[src/rtl/progress_sequencer_pkg.sv]
// ---------------------------------------------------------------------------
// progress_sequencer_pkg
// Display constants shared between the progress sequencer and the OLED
// pixel stage, plus the sequencer state encoding.
//   PROG_MAX_DEFAULT : full-bar progress value; the pixel stage also uses it
//                      to scale the bar length
//   OLED_W / OLED_H  : panel geometry in pixels
//   state_t          : 2-bit sequencer state (IDLE=0, RUN=1, PAUSE=2, DONE=3)
// ---------------------------------------------------------------------------
package progress_sequencer_pkg;

    localparam int PROG_MAX_DEFAULT = 72;
    localparam int OLED_W           = 96;
    localparam int OLED_H           = 64;

    typedef enum logic [1:0] {
        ST_IDLE  = 2'd0,
        ST_RUN   = 2'd1,
        ST_PAUSE = 2'd2,
        ST_DONE  = 2'd3
    } state_t;

    // RUN and PAUSE are the two states in which a run is in progress.
    function automatic logic is_active(input state_t s);
        return (s == ST_RUN) || (s == ST_PAUSE);
    endfunction

endpackage

[src/rtl/progress_sequencer_tick_prescaler.sv]
// ---------------------------------------------------------------------------
// progress_sequencer_tick_prescaler
// Free-running divider that produces one terminal-count pulse every
// TICKS_PER_STEP enabled cycles.
//   clk      : system clock
//   reset_n  : asynchronous active-low reset
//   enable   : count this cycle
//   clear    : synchronous clear to 0 (wins over enable)
//   terminal : combinational, high when enabled and the count is at
//              TICKS_PER_STEP-1, i.e. the count wraps on this edge
// ---------------------------------------------------------------------------
module progress_sequencer_tick_prescaler
    import progress_sequencer_pkg::*;
#(
    parameter int PRESC_W        = 24,
    parameter int TICKS_PER_STEP = 625000
) (
    input  logic clk,
    input  logic reset_n,
    input  logic enable,
    input  logic clear,
    output logic terminal
);

    localparam logic [PRESC_W-1:0] LAST = PRESC_W'(TICKS_PER_STEP - 1);

    logic [PRESC_W-1:0] count;

    // The compare is an equality on the last value, so the count must never
    // be loaded with anything above LAST; the only loads are 0 and +1.
    assign terminal = enable && (count == LAST);

    always_ff @(posedge clk or negedge reset_n) begin
        if (!reset_n) begin
            count <= '0;
        end else if (clear) begin
            count <= '0;
        end else if (enable) begin
            if (count == LAST) begin
                count <= '0;
            end else begin
                count <= count + 1'b1;
            end
        end
    end

endmodule

[src/rtl/progress_sequencer.sv]
// ---------------------------------------------------------------------------
// progress_sequencer
// Steps an internal progress count from 0 to PROG_MAX at a fixed tick rate
// under start/pause/abort control, and hands the value to the OLED pixel
// stage only at frame boundaries so a frame never shows two bar lengths.
//   clk         : 6.25 MHz OLED clock
//   reset_n     : asynchronous active-low reset
//   start       : pulse, begin or restart a run from 0
//   pause       : level, freeze prescaler and progress while high
//   abort       : pulse, cancel the run and return to idle with progress 0
//   frame_begin : pulse at pixel index 0 from the OLED driver
//   progress    : frame-synchronised progress for the pixel stage
//   running     : high while in RUN or PAUSE
//   done        : one-cycle pulse when the run reaches PROG_MAX
// ---------------------------------------------------------------------------
module progress_sequencer
    import progress_sequencer_pkg::*;
#(
    parameter int TICKS_PER_STEP = 625000,
    parameter int PROG_MAX       = PROG_MAX_DEFAULT,
    parameter int PRESC_W        = 24
) (
    input  logic       clk,
    input  logic       reset_n,
    input  logic       start,
    input  logic       pause,
    input  logic       abort,
    input  logic       frame_begin,
    output logic [7:0] progress,
    output logic       running,
    output logic       done
);

    localparam logic [7:0] PROG_TOP  = 8'(PROG_MAX);
    localparam logic [7:0] PROG_LAST = 8'(PROG_MAX - 1);

    state_t     state;
    logic [7:0] progress_int;
    logic       advance;
    logic       tick;

    // The prescaler only moves on cycles that end up in RUN. A PAUSE cycle
    // with pause released counts too, so resuming neither loses nor gains a
    // cycle. abort and start outrank everything and clear it instead.
    assign advance = is_active(state) && !pause && !abort && !start;

    progress_sequencer_tick_prescaler #(
        .PRESC_W        (PRESC_W),
        .TICKS_PER_STEP (TICKS_PER_STEP)
    ) u_prescaler (
        .clk      (clk),
        .reset_n  (reset_n),
        .enable   (advance),
        .clear    (abort || start),
        .terminal (tick)
    );

    // Sequencer FSM, progress counter and frame latch. Priority on a shared
    // edge is abort > start > pause > tick. abort/start clear the displayed
    // value at once rather than waiting for a frame; a one-frame tear is
    // accepted there. Otherwise frame_begin samples the pre-edge
    // progress_int, so an increment on the same edge shows one frame later.
    always_ff @(posedge clk or negedge reset_n) begin
        if (!reset_n) begin
            state        <= ST_IDLE;
            progress_int <= 8'd0;
            progress     <= 8'd0;
            running      <= 1'b0;
            done         <= 1'b0;
        end else begin
            done <= 1'b0;
            if (abort) begin
                state        <= ST_IDLE;
                progress_int <= 8'd0;
                progress     <= 8'd0;
                running      <= 1'b0;
            end else if (start) begin
                state        <= ST_RUN;
                progress_int <= 8'd0;
                progress     <= 8'd0;
                running      <= 1'b1;
            end else begin
                if (frame_begin) begin
                    progress <= progress_int;
                end
                case (state)
                    ST_RUN, ST_PAUSE: begin
                        if (pause) begin
                            state   <= ST_PAUSE;
                            running <= 1'b1;
                        end else begin
                            state   <= ST_RUN;
                            running <= 1'b1;
                            if (tick) begin
                                if (progress_int < PROG_TOP) begin
                                    progress_int <= progress_int + 8'd1;
                                end
                                if (progress_int == PROG_LAST) begin
                                    state   <= ST_DONE;
                                    running <= 1'b0;
                                    done    <= 1'b1;
                                end
                            end
                        end
                    end
                    default: begin
                    end
                endcase
            end
        end
    end

endmodule

[config.mk]
export PLATFORM = sky130hd
export DESIGN_NAME = progress_sequencer
export DESIGN_NICKNAME = d
export VERILOG_FILES = /design/src/rtl/progress_sequencer_pkg.sv /design/src/rtl/progress_sequencer_tick_prescaler.sv /design/src/rtl/progress_sequencer.sv
export SDC_FILE = /design/constraint.sdc
export NUM_CORES = 1
export LEC_CHECK = 0
export ABC_AREA = 1
export BUFFER_PORTS_ARGS = -buffer_cell sky130_fd_sc_hd__buf_2
export CORE_UTILIZATION = 55
export DETAILED_ROUTE_END_ITERATION = 12
export HOLD_SLACK_MARGIN = 0.08
export PLACE_DENSITY = 0.73
export REMOVE_ABC_BUFFERS = 1
export SETUP_SLACK_MARGIN = 0.2
export SKIP_LAST_GASP = 1
export SYNTH_ARGS = -nofsm -noshare
export SYNTH_HDL_FRONTEND = slang
export SYNTH_SLANG_ARGS = --single-unit
[constraint.sdc]
create_clock -name clk -period 2.8 [get_ports clk]
set_input_delay 0.56 -clock clk [delete_from_list [all_inputs] [get_ports clk]]
set_output_delay 0.56 -clock clk [all_outputs]
set_load 0.05 [all_outputs]
* Word level (Yosys, flattened, before mapping)
Cells that the tools add are included.
W data, S select, Z words.
** Storage, ports and cells
- Register bits :: 44
- Input bits :: 6
- Output and inout port bits :: 10
- Logic and storage cells :: 60
** Operators by class
- Add/subtract/negate cells :: 2
- $lt $le $gt $ge :: 1
- Equality and inequality tests :: 5
- Mux-type cells :: 30
- Reduce and logical (&&, ||, !) cells :: 16
** Operators with widths (count)
- $mux W24 :: 3
- $mux W8 :: 9
- $add A24 B1 Y24 const B :: 1
- $eq A24 B20 Y1 const B :: 1
- $mux W1 :: 12
- $mux W2 :: 6
- $reduce_bool A3 Y1 :: 4
- $add A8 B1 Y8 const B :: 1
- $eq A8 B7 Y1 const B :: 1
- $lt A8 B7 Y1 const B :: 1
- $logic_and A1 B1 Y1 :: 4
- $reduce_and A4 Y1 :: 1
- $logic_not A1 Y1 :: 3
- $ne A3 B2 Y1 const B :: 1
- $eq A2 B1 Y1 const B :: 1
- $eq A2 B2 Y1 const B :: 1
- $logic_or A1 B1 Y1 :: 2
- $reduce_bool A2 Y1 :: 1
- $reduce_or A2 Y1 :: 1

* Longest topological paths before layout
- Depth after elaboration :: 11
- Mapped depth :: 10
- Depth with buffers taken out :: 10

* Modules after synthesis
From an unflattened synthesis, not the netlist that was laid out.
** Unflattened totals
- Cell total of the unflattened synthesis :: 358
- Area, all modules :: 2690.1 um^2
** By module, submodules not included
- progress_sequencer_tick_prescaler :: instances 1, cells an instance 226, area an instance 1606.5 um^2, sequential area each 600.6 um^2
- progress_sequencer :: instances 1, cells an instance 132, area an instance 1083.5 um^2, sequential area each 500.5 um^2

* Worst setup path before layout
OpenSTA, ideal clock, no wires.
- Path type :: input to register
- From :: input port abort
- To :: register progress_int[5]
- Library setup time :: 65 ps
- Data arrival time :: 1420 ps
- Required time :: 2735 ps
- Slack :: 1315 ps
- Stages on the path :: 9
- Path buffers :: 2
- Cells stage by stage :: buf_6 nor2_8 nand2_2 nor2_4 nand3_1 nand2_1 buf_6 nand3_1 nand2_1
** On the way
- Longest elaborated chain between the ends :: 6
- Elaborated cells between the ends (all ways) :: 10
- Classes of those cells :: eq/ne: 1; mux: 1; reduce/logical: 8
** RTL lines
- start, declared :: line progress_sequencer.sv:27 : input logic abort,
- $logic_not A1 Y1 :: line progress_sequencer.sv:45 : assign advance = is_active(state) && !pause && !abort && !start;
- $logic_and A1 B1 Y1 (2 in a row) :: line progress_sequencer.sv:45
- $logic_and A1 B1 Y1 :: line progress_sequencer_tick_prescaler.sv:31 : assign terminal = enable && (count == LAST);
- $reduce_bool A3 Y1 (no source line)
- $reduce_and A4 Y1 (no source line)
- end signal, assigned :: line progress_sequencer.sv:96 : progress_int <= progress_int + 8'd1;
- end, declared :: line progress_sequencer.sv:38 : logic [7:0] progress_int;
Parallel ways exist; a longest one is shown, timed or not.
A chain may end at the register's enable or synchronous reset.

* Worst setup path in the final report
- From :: register u_prescaler.count[0]
- To :: register u_prescaler.count[16]
** On the way
- Longest elaborated chain between the ends :: 4
- Elaborated cells between the ends (all ways) :: 5
- Classes of those cells :: add/sub: 1; eq/ne: 1; mux: 3
** RTL lines
- start, declared :: line progress_sequencer_tick_prescaler.sv:27 : logic [PRESC_W-1:0] count;
- start signal, assigned :: line progress_sequencer_tick_prescaler.sv:42 : count <= count + 1'b1;
- $add A24 B1 Y24 or $eq A24 B20 Y1 (tied branches) :: line progress_sequencer_tick_prescaler.sv:42, progress_sequencer_tick_prescaler.sv:39
- $mux W24 (*) :: line progress_sequencer_tick_prescaler.sv:39 : if (count == LAST) begin
- $mux W24 (*) :: line progress_sequencer_tick_prescaler.sv:38 : end else if (enable) begin
- $mux W24 (*) :: line progress_sequencer_tick_prescaler.sv:36 : end else if (clear) begin
Mark *: on every way between the ends. The rest lies on a longest branch, timed or not. The select of a mux whose other input is x is not followed.

==> results.md <==
* Hold WC Path Type: in2async
* Final Setup Violations at 0
* Vias in the first global route at 2403
* Die width at 73.1 µm
* Crit Path Max Fanout at 6
* Slowest CP cell: dfrtp_1
* Synth area leaders: dfrtp_1 (40%), nand2_1 (18%), nor2_1 (8.0%)
* Min Clock Period, post-route at 1770 ps
* CTS Hold Bufs at 0
* Clk_lat worst skew at 300 ps
* Synthesized area at 2780 µm²
* Top-area cell type share of the netlist area at 39.6%
* Internal at 1.01 mW
* Vias per cell at 5.38
* Syn-to-layout area delta at 8.73%
* Total grt overflow at 0
* I/O pin total at 16
* Crit path DAT at 1950 ps
* Largest net degree at the start of global routing at 45
* Initial core utilization at 58.1%
* Final HPWL DP at 5.29 mm
* Part of the cycle the worst path needs at 63.1%
* Ant diodes at 0
* Worst Skew at 4.53 ps
* CTS tree: yes
* Worst vdd ir at 0.000290 V
* CTS Buf Count at 5
* Drc violations at 0
* Power Density at 437 nW/µm²
* Unrepaired setup endpoints after global routing: false
* Worst path buffer plus inverter count at 1
* Core footprint at 4790 µm²
* Share of cells above drive strength 1 at 10.1%
* First-pass GRT wire length at 11.7 mm
* Clock root buffer: clkbuf_8
* Post-Route Setup TNS at 0 ps
* Final Net Count at 432
* Logic pwr share at 7.1%
* IO Port Bufs at 15
* CTS resizes at 0
* Site Rows at 25
* Initial antenna violation count at 0
* Switch Pwr at 0.306 mW
* Setup slack at placement at 922 ps
* GPL Wtd Cong at 0.960
* Critical Path RT at 2980 ps
* Post-route antenna net violation count at 0
* DR vias at 2641
* Leak pwr at 1.47 nW
* Startpoint Class: flop
* Synth warn at 0
* Total track usage at 29.4%
* Die ar. at 5340 µm²
* Critical path cell sequence: ha_1 -> nand2_1 -> inv_1 -> nand3_1 -> nor2_2 -> nand2_1 -> xor2_1 -> nor2_2
* CTS Buffer Depth at 2
* Final WL at 7.20 mm
* Non-Filler Instances at 491
* Dpl cells at 484
* Slew of the pin with the lowest slew margin at 979 ps
* H-tree depth reported by CTS at 2
* Clock Power Share at 43.5%
* Detailed Routing Iterations Pass 1 at 5
* Kind of critical path: reg2reg
* Fmax at 0.566 GHz
* Status: finished, final reports clean
* Max incr delay on CP at 430 ps
* Register area share after synthesis at 39.6%
* Syn Area/Cell at 6.81 µm²
* CP delay by family, top: simple AND/OR/NAND/NOR gates
* Drt wl/cell at 14.7 µm
* Area leader, netlist: dfrtp_1
* Initial detailed-routing violation count at 229
* Sequential Power Share at 49.4%
* Gate Count Post-Synth at 408
* Clock slew at reported path FFs at 90 ps
* Die H at 73.1 µm
* Post-CTS setup buffers at 0
* Endpoint type of the worst setup path: flop
* Final WS setup at 1030 ps
* Unique masters post-synth at 28
* Slew HR at 34.7%
* Seq cells post-synth at 44
* Max_cap viols at 0
* Switching share of power at 23.2%
* Final Hold Fails at 0
* Slew Viols, Final at 0
* Clk sinks at 44
## cell usage in the layout (no fill, tap or decap), types with 2 or more instances in the layout
cell / n
buf_2: 15
nand4_1: 15
nand2_1: 135
ha_1: 2
nand3_1: 38
nand2_2: 4
o22ai_1: 3
bufinv_16: 2
o21ai_0: 12
clkbuf_8: 5
dfrtp_1: 44
inv_1: 46
nor2_2: 7
xor2_1: 7
inv_2: 2
a21oi_1: 11
nor3_1: 6
nor2_1: 59
## stage by stage
| stage | area [µm²] | hold slack (ps) | power [mW] | utilization, % |
|---|---|---|---|---|
| floorplan | 2730 | 264 | 0.716 | - |
| global placement | 2890 | 463 | 0.758 | 60.5 |
| detailed placement | 2890 | 454 | 0.759 | 60.5 |
| CTS | 3020 | 452 | 1.33 | 63.2 |
| global route | 3020 | 495 | 1.37 | 63.2 |
| finish | 3020 | 412 | 1.32 | 63.2 |
## synth_stat cells
cell type	number
o21bai_1	1
a21oi_1	11
nand3_2	1
nand3b_1	1
nand3_4	1
nand2_1	135
nor3_1	6
nor2_8	1
o21ai_2	1
ha_1	2
nor2_1	59
nor3_2	1
buf_2	3
xor2_1	7
inv_1	46
o21ai_0	12
o22ai_1	3
buf_6	3
nand4_1	15
nor2_2	7
clkbuf_1	1
nor4_1	1
inv_2	2
nor2_4	1
dfrtp_1	44
nand3_1	38
nand2_2	4
o21ai_4	1
## registers in the layout, summed over array words and instances, names as in the netlist
| name | count |
|---|---|
| u_prescaler.count | 24 |
| progress | 8 |
| progress_int | 8 |
| state | 2 |
| done | 1 |
| running | 1 |
## routing by layer
layer / vias up / share of wire [%] / wire [µm] / global-route usage [%]
met2: 92 / 43 / 3130 / 42.9
met5: - / 0 / 0 / 0
met1: 1213 / 48 / 3470 / 44.7
li1: 1321 / - / - / -
met3: 15 / 6.2 / 446 / 4.70
met4: 0 / 2.2 / 156 / 8.28
## final timing paths
path,from,endpoint,slack [ps],cells past startpoint
max in group asynchronous,reset_n,progress[3],1780,1
worst max register to register,u_prescaler.count[0],u_prescaler.count[16],1030,8
worst min register to register,progress[1],progress[1],470,2
worst min-delay path,reset_n,u_prescaler.count[22],410,1
worst max-delay path,u_prescaler.count[0],u_prescaler.count[16],1030,8
min in group clk,progress[1],progress[1],470,2
## layout make-up
cell class | count | area, µm²
timing repair buffer | 16 | 82.6
sequential | 44 | 1100
clock buffer | 5 | 68.8
clock inverter | 2 | 60.1
inverter | 48 | 180
fill | 462 | 1760
tap | 67 | 83.8
multi-input combinational | 309 | 1450
## kinds of logic after synthesis
| kind of cell | share of synthesized area (%) |
|---|---|
| and+or+nand+nor | 42.9 |
| adders and majority gates | 0.900 |
| AOI/OAI and AO/OA | 5.99 |
| buffers and inverters | 8.37 |
| xor gates and xnor gates | 2.21 |
| DFF | 39.6 |
## power groups by stage
stage / clock network (mW) / logic [mW] / registers [mW]
final: 0.574 / 0.0934 / 0.652
after global routing: 0.609 / 0.104 / 0.654
after CTS: 0.583 / 0.0945 / 0.652
after detailed placement: 0 / 0.0942 / 0.665
after global placement: 0 / 0.0934 / 0.664
after floorplan: 0 / 0.0413 / 0.674
(Power assumes the default switching activity.)
